**config.mk**
```make
export PLATFORM = sky130hd
export DESIGN_NAME = des_round_state
export DESIGN_NICKNAME = d
export VERILOG_FILES = /design/src/rtl/des_round_state.sv
export SDC_FILE = /design/constraint.sdc
export NUM_CORES = 1
export LEC_CHECK = 0
export BUFFER_PORTS_ARGS = -buffer_cell sky130_fd_sc_hd__buf_4
export CORE_MARGIN = 2
export CORE_UTILIZATION = 53
export CTS_CLUSTER_DIAMETER = 40
export DETAILED_ROUTE_END_ITERATION = 10
export PLACE_DENSITY = 0.82
export SETUP_SLACK_MARGIN = 0.02
export SLEW_MARGIN = 15
export SYNTH_ARGS = -nofsm -noshare
export SYNTH_HDL_FRONTEND = slang
export SYNTH_SLANG_ARGS = --single-unit
```
**constraint.sdc**
```tcl
create_clock -name CLK -period 3.3 [get_ports CLK]
set_clock_uncertainty 0.1 [all_clocks]
set_input_delay 0.33 -clock CLK [delete_from_list [all_inputs] [get_ports CLK]]
set_output_delay 0.33 -clock CLK [all_outputs]
set_load 0.05 [all_outputs]
```
**src/rtl/des_round_state.sv**
```systemverilog
// Feistel round-state engine: holds L/R halves, feeds R to the f-function
// and folds the straight_pbox result back until the pre-output is ready.
//
// Parameters:
//   ROUNDS     Feistel rounds per block, 1..16
// Ports:
//   CLK        system clock, rising edge
//   RST        synchronous active-high reset
//   START      start request, sampled only in IDLE
//   BLOCK_IN   post-IP block, [0:31]=L0, [32:63]=R0
//   F_IN       f-function result for the current round
//   F_VALID    F_IN valid, consumed in the same cycle
//   ABORT      (DES_ROUND_ABORT_EN only) cancel the block in flight
//   R_OUT      current R half, to the expansion box
//   ROUND      current round index, to the subkey select
//   BUSY       high while waiting for f results
//   DONE       one-cycle pulse when BLOCK_OUT is updated
//   BLOCK_OUT  pre-output {R16, L16}, held until the next DONE
//
// Build option: define DES_ROUND_ABORT_EN to add the ABORT input.

module des_round_state #(
    parameter int ROUNDS = 16
) (
    input  logic        CLK,
    input  logic        RST,
    input  logic        START,
    input  logic [0:63] BLOCK_IN,
    input  logic [0:31] F_IN,
    input  logic        F_VALID,
`ifdef DES_ROUND_ABORT_EN
    input  logic        ABORT,
`endif
    output logic [0:31] R_OUT,
    output logic [3:0]  ROUND,
    output logic        BUSY,
    output logic        DONE,
    output logic [0:63] BLOCK_OUT
);

    typedef enum logic {
        IDLE   = 1'b0,
        WAIT_F = 1'b1
    } state_t;

    localparam logic [3:0] LAST = 4'(ROUNDS - 1);

    state_t      state;
    logic [0:31] l_q;
    logic [0:31] r_q;
    logic        abort;

`ifdef DES_ROUND_ABORT_EN
    assign abort = ABORT;
`else
    assign abort = 1'b0;
`endif

    assign R_OUT = r_q;
    assign BUSY  = (state == WAIT_F);

    always_ff @(posedge CLK) begin
        if (RST) begin
            state     <= IDLE;
            l_q       <= '0;
            r_q       <= '0;
            ROUND     <= '0;
            BLOCK_OUT <= '0;
            DONE      <= 1'b0;
        end else begin
            DONE <= 1'b0;
            unique case (state)
                IDLE: begin
                    if (START) begin
                        l_q   <= BLOCK_IN[0:31];
                        r_q   <= BLOCK_IN[32:63];
                        ROUND <= '0;
                        state <= WAIT_F;
                    end
                end
                WAIT_F: begin
                    if (abort) begin
                        ROUND <= '0;
                        state <= IDLE;
                    end else if (F_VALID) begin
                        if (ROUND == LAST) begin
                            // last round leaves the halves unswapped
                            BLOCK_OUT <= {l_q ^ F_IN, r_q};
                            DONE      <= 1'b1;
                            ROUND     <= '0;
                            state     <= IDLE;
                        end else begin
                            l_q   <= r_q;
                            r_q   <= l_q ^ F_IN;
                            ROUND <= ROUND + 4'd1;
                        end
                    end
                end
                default: state <= IDLE;
            endcase
        end
    end

endmodule

```
## After elaboration in Yosys (flattened, before gate mapping)

Index checks and enable logic that the tools add are counted.

| word-level totals | value |
|---|---|
| logic and storage cells | 35 |
| register bits after elaboration | 134 |
| output and inout bits | 102 |

| cells by class | value |
|---|---|
| multiplexer cells | 17 |
| bitwise gates (word level) | 3 |
| $add $sub $neg | 1 |
| equality and inequality tests | 4 |
| reductions and logical operators | 4 |

Operators by type and width:

| cell | count |
|---|---|
| 32-bit two-way mux | 6 |
| 32-bit case mux with 2 select lines | 2 |
| 32-bit bitwise XOR | 1 |
| 4-bit two-way mux | 3 |
| 4-bit case mux with 2 select lines | 1 |
| 2-bit inequality test (second input constant) | 3 |
| 3-bit AND reduction | 2 |
| 4-bit by 1-bit adder with 4-bit output (second input constant) | 1 |
| 4-bit == test (second input constant) | 1 |
| 1-bit two-way mux | 4 |
| 3-bit OR reduction | 1 |
| 1-bit NOT | 2 |
| 1-bit case mux with 2 select lines | 1 |
| 2-bit AND reduction | 1 |

## Longest topological paths before layout

| depth | value |
|---|---|
| depth after elaboration | 4 |
| gate-level depth with buffers | 6 |

## Least setup slack after synthesis

No wires, ideal clock.

| path | value |
|---|---|
| kind | reg2reg |
| start point | register ROUND[0] |
| end point | register l_q[10] (netlist bit) |
| library setup time | 81 ps |
| slack | 1272 ps |
| path buffers | 2 |
| cell stages (with the launch flop) | 7 |
| clock period less this slack | 2028 ps |
| required time | 3119 ps |
| data arrival time | 1847 ps |
| cells stage by stage | dfxtp_1 -> ha_1 -> nand4_1 -> and2_1 -> buf_6 -> buf_6 -> a211oi_2 |

| between the ends | value |
|---|---|
| longest elaborated chain between the ends | 3 |

RTL lines:

| element | line | RTL |
|---|---|---|
| from (decl) | 35 | `output logic [3:0] ROUND,` |
| from (signal assigned) | 95 | `ROUND <= ROUND + 4'd1;` |
| 4-bit == test | 86 | `if (ROUND == LAST) begin` |
| 2-bit inequality test (no source line) | -- |  |
| 3-bit AND reduction (no source line) | -- |  |
| to (signal assigned) | 75 | `l_q <= BLOCK_IN[0:31];` |
| to (signal assigned) | 93 | `l_q <= r_q;` |
| to (decl) | 49 | `logic [0:31] l_q;` |

Every way passes these cells.
A chain may end at the register's enable or synchronous reset.

## Final worst setup path

| path | value |
|---|---|
| start point | register state, in the netlist BUSY |
| end point | output port BUSY |

RTL lines:

| element | line | RTL |
|---|---|---|
| from (decl) | 48 | `state_t state;` |
| from (signal assigned) | 64 | `state <= IDLE;` |
| from (signal assigned) | 78 | `state <= WAIT_F;` |
| from (signal assigned) | 84 | `state <= IDLE;` |
| to (decl) | 36 | `output logic BUSY,` |

No word-level cell between the ends.

==> flow_metrics.py <==
metrics = {
    "outcome": {
        "status": "complete, no violations",
    },
    "clock_network": {
        "cts.clk_slew.worst_paths_ns": 0.07,
        "cts_sinks": 134,
        "cts_tree": "yes",
        "cts-buffers-inserted": 17,
        "clock_latency_ns": 0.51,
        "root_buffer": "clkbuf_8",
        "cts_resized": 0,
        "cts_max_path_buffers": 2,
        "cts_max_level": 4,
    },
    "critical_path": {
        "reg2reg_depth": 5,
        "reg2reg_slack_ns": 0.88,
        "worstReg2RegStart": "ROUND[0]",
        "cp-end-kind": "output pin",
        "cp.required_ns": 2.87,
        "worstPathArrival_ns": 2.20,
        "critPathKind": "register to output pin",
        "regToRegEndpoint": "BLOCK_OUT[21]",
        "critPathMaxFanout": 47,
        "setup.worst_path.start_class": "register",
    },
    "floorplan": {
        "dieArea_um2": 11100,
        "num_rows": 36,
        "start_util_pct": 55.1,
        "core-area_um2": 9860,
        "die_y_um": 105,
        "die_w_um": 105,
        "top_level_ports": 202,
    },
    "sta": {
        "fin_crit_sh_pct": 79.7,
        "drv_slew": 0,
        "setup-violations-final": 0,
        "grt_setup_unrepaired": "no",
        "whs_ns": 0.0197,
        "slew_headroom_pct": 46.3,
        "setup_ws_ns": 0.670,
        "min_period_ns": 2.63,
        "fin_tns_setup_ns": 0,
        "worstMarginPinSlew_ns": 0.806,
        "hold_viol_final": 0,
        "fmaxAchievable_mhz": 380,
    },
    "power_and_ir_drop": {
        "internal_power_uw": 2920,
        "power_density_nw_per_um2": 549,
        "leakagePower_uw": 0.00335,
        "peakVddDrop_v": 0.000297,
        "comb_power_share_pct": 15.6,
        "swShare_pct": 29.4,
        "total_power_uw": 4130,
        "seq_power_share_pct": 43.0,
        "p_sw_uw": 1210,
        "p_clk_share_pct": 41.4,
    },
    "detailed_routing": {
        "post_drt_wl_per_cell_um": 18.6,
        "via_count": 4714,
        "drt_wl_total_mm": 15.4,
        "drtPass1Iterations": 5,
        "drc": 0,
        "drtIter0Drc": 199,
        "antenna_left": 0,
        "vias_per_cell": 5.70,
    },
    "global_routing": {
        "grt_pass1_wl_mm": 24.8,
        "grt_usage_pct": 27.9,
        "grt_pass1_vias": 4900,
        "grt_max_degree": 48,
        "gr-total-overflow": 0,
        "antenna_found_initial": 0,
    },
    "synth": {
        "yosys.area.top_type": "dfxtp_1",
        "synth_top_area_share_pct": 49.4,
        "ys_seq_elements": 134,
        "synth_nets": 596,
        "ys_seq_area_share_pct": 49.4,
        "synthCells": 495,
        "synth_cell_types": 27,
        "synthTopCellsByArea": "dfxtp_1 49%, mux2i_1 12%, a22o_1 10%",
        "synth.cell_area_um2": 5430,
        "ys_warn_count": 0,
        "syn_avg_cell_area_um2": 11.0,
    },
    "min_path": {
        "hp-class": "primary input to register",
        "hp-start": "BLOCK_IN[55]",
        "worstHoldEndpoint": "R_OUT[23]",
        "worstHoldPathCells": 3,
    },
    "placed_design": {
        "post-place-ws_ns": 0.777,
        "routabilityCongestion": 0.828,
        "port_buffers": 201,
        "hpwl_mm": 10.3,
    },
    "cells_and_area": {
        "multi_input_area_um2": 2530,
        "diodes": 0,
        "final_nets": 782,
        "area_delta_synth_final_pct": 38.5,
        "final-seq-area_um2": 2690,
        "drive_above_1_share_pct": 39.9,
        "nFillCells": 683,
    },
    "job": {
        "maxCapViolCount": 0,
    },
}
critical path, cell delays in order, from the launching register on:
cell     delay (ns)
dfxtp_4        0.61
buf_4          0.73
buf_4          0.33
cells in the final DEF (no fill, tap or decap), drive strengths merged, types with 5 or more instances in the layout:
| cell type | instances |
|---|---|
| buf | 211 |
| dfxtp | 134 |
| a22o | 64 |
| mux2i | 64 |
| a21oi | 36 |
| nand2 | 34 |
| a211oi | 33 |
| xor2 | 32 |
| o22ai | 32 |
| clkbuf | 18 |
| inv | 8 |
| clkinv | 5 |
power by group through the flow:
stage | clock [uW] | sequential (uW) | combinational [uW]
after global placement | 0 | 1810 | 622
final | 1710 | 1780 | 645
after detailed placement | 0 | 1810 | 639
after global routing | 1810 | 1780 | 688
after floorplan | 0 | 1910 | 307
after CTS | 1730 | 1770 | 645
state kept, by name, summed over array words and instances (netlist names):
register,cells
l_q,32
DONE,1
R_OUT,32
ROUND,4
BUSY,1
BLOCK_OUT,64
logic make-up after synthesis:
group                    count (synthesis)  synth area share (%)
XOR/XNOR                                33                  5.32
AND/OR/NAND/NOR                         47                  3.68
adder cells (fa/ha/maj)                  1                 0.230
multiplexers                            65                  12.1
AO/OA/AOI/OAI                          168                  24.9
flip-flops                             134                  49.4
buffers and inverters                   47                  4.38
worst max-delay path by stage:
stage / from / endpoint / slack (ns) / cells after the start
floorplan: ROUND[0] / l_q[10] / 1.27 / 6
global placement: RST / BLOCK_OUT[48] / 0.83 / 5
detailed placement: RST / BLOCK_OUT[14] / 0.78 / 5
CTS: BUSY / BUSY / 0.65 / 2
global route: BUSY / BUSY / 0.58 / 2
finish: BUSY / BUSY / 0.67 / 2
cell usage after synthesis:
cell type  number
dfxtp_1       134
a22o_1         64
mux2i_1        64
a21oi_1        36
nand2_1        34
o22ai_1        32
xor2_1         32
a211oi_2       28
buf_2          25
clkbuf_1       15
a211oi_1        5
buf_6           4
nand3_1         3
a211o_1         2
and2_1          2
and3_1          2
nand2b_1        2
nor2_1          2
buf_1           1
ha_1            1
inv_1           1
inv_2           1
mux2_4          1
nand4_1         1
nor2b_1         1
o32ai_1         1
xnor2_1         1
cell type report:
class,count,area share [%]
clock inverter,14,1.53
clock buffer,18,5.69
multi-input combinational,314,33.6
timing repair buffer,212,21.2
tap,133,2.21
sequential,134,35.7
inverter,2,0.0998
per-layer routing:
layer	up-vias	routed length [um]	share of wire [%]	global-route usage, %
li1	2213	-	-	-
met1	2265	6320	41	34.7
met2	208	7690	50	48.1
met3	28	1080	7.0	6.43
met4	0	282	1.8	8.00
met5	-	0	0	0
metrics by stage:
step | std cells | util [%] | instance area, um2
after floorplan | 495 | - | 5430
after global placement | 794 | 70.7 | 6970
after detailed placement | 794 | 70.7 | 6970
after CTS | 827 | 76.3 | 7520
after global routing | 827 | 76.3 | 7520
final | 827 | 76.3 | 7520
what timing repair did:
| action | in CTS | in global routing |
|---|---|---|
| hold buffers | 1 | 0 |
| setup buffers | 0 | 0 |
| endpoints found under the hold margin | 1 | 0 |
No activity file was read; power rests on OpenSTA's default activity.
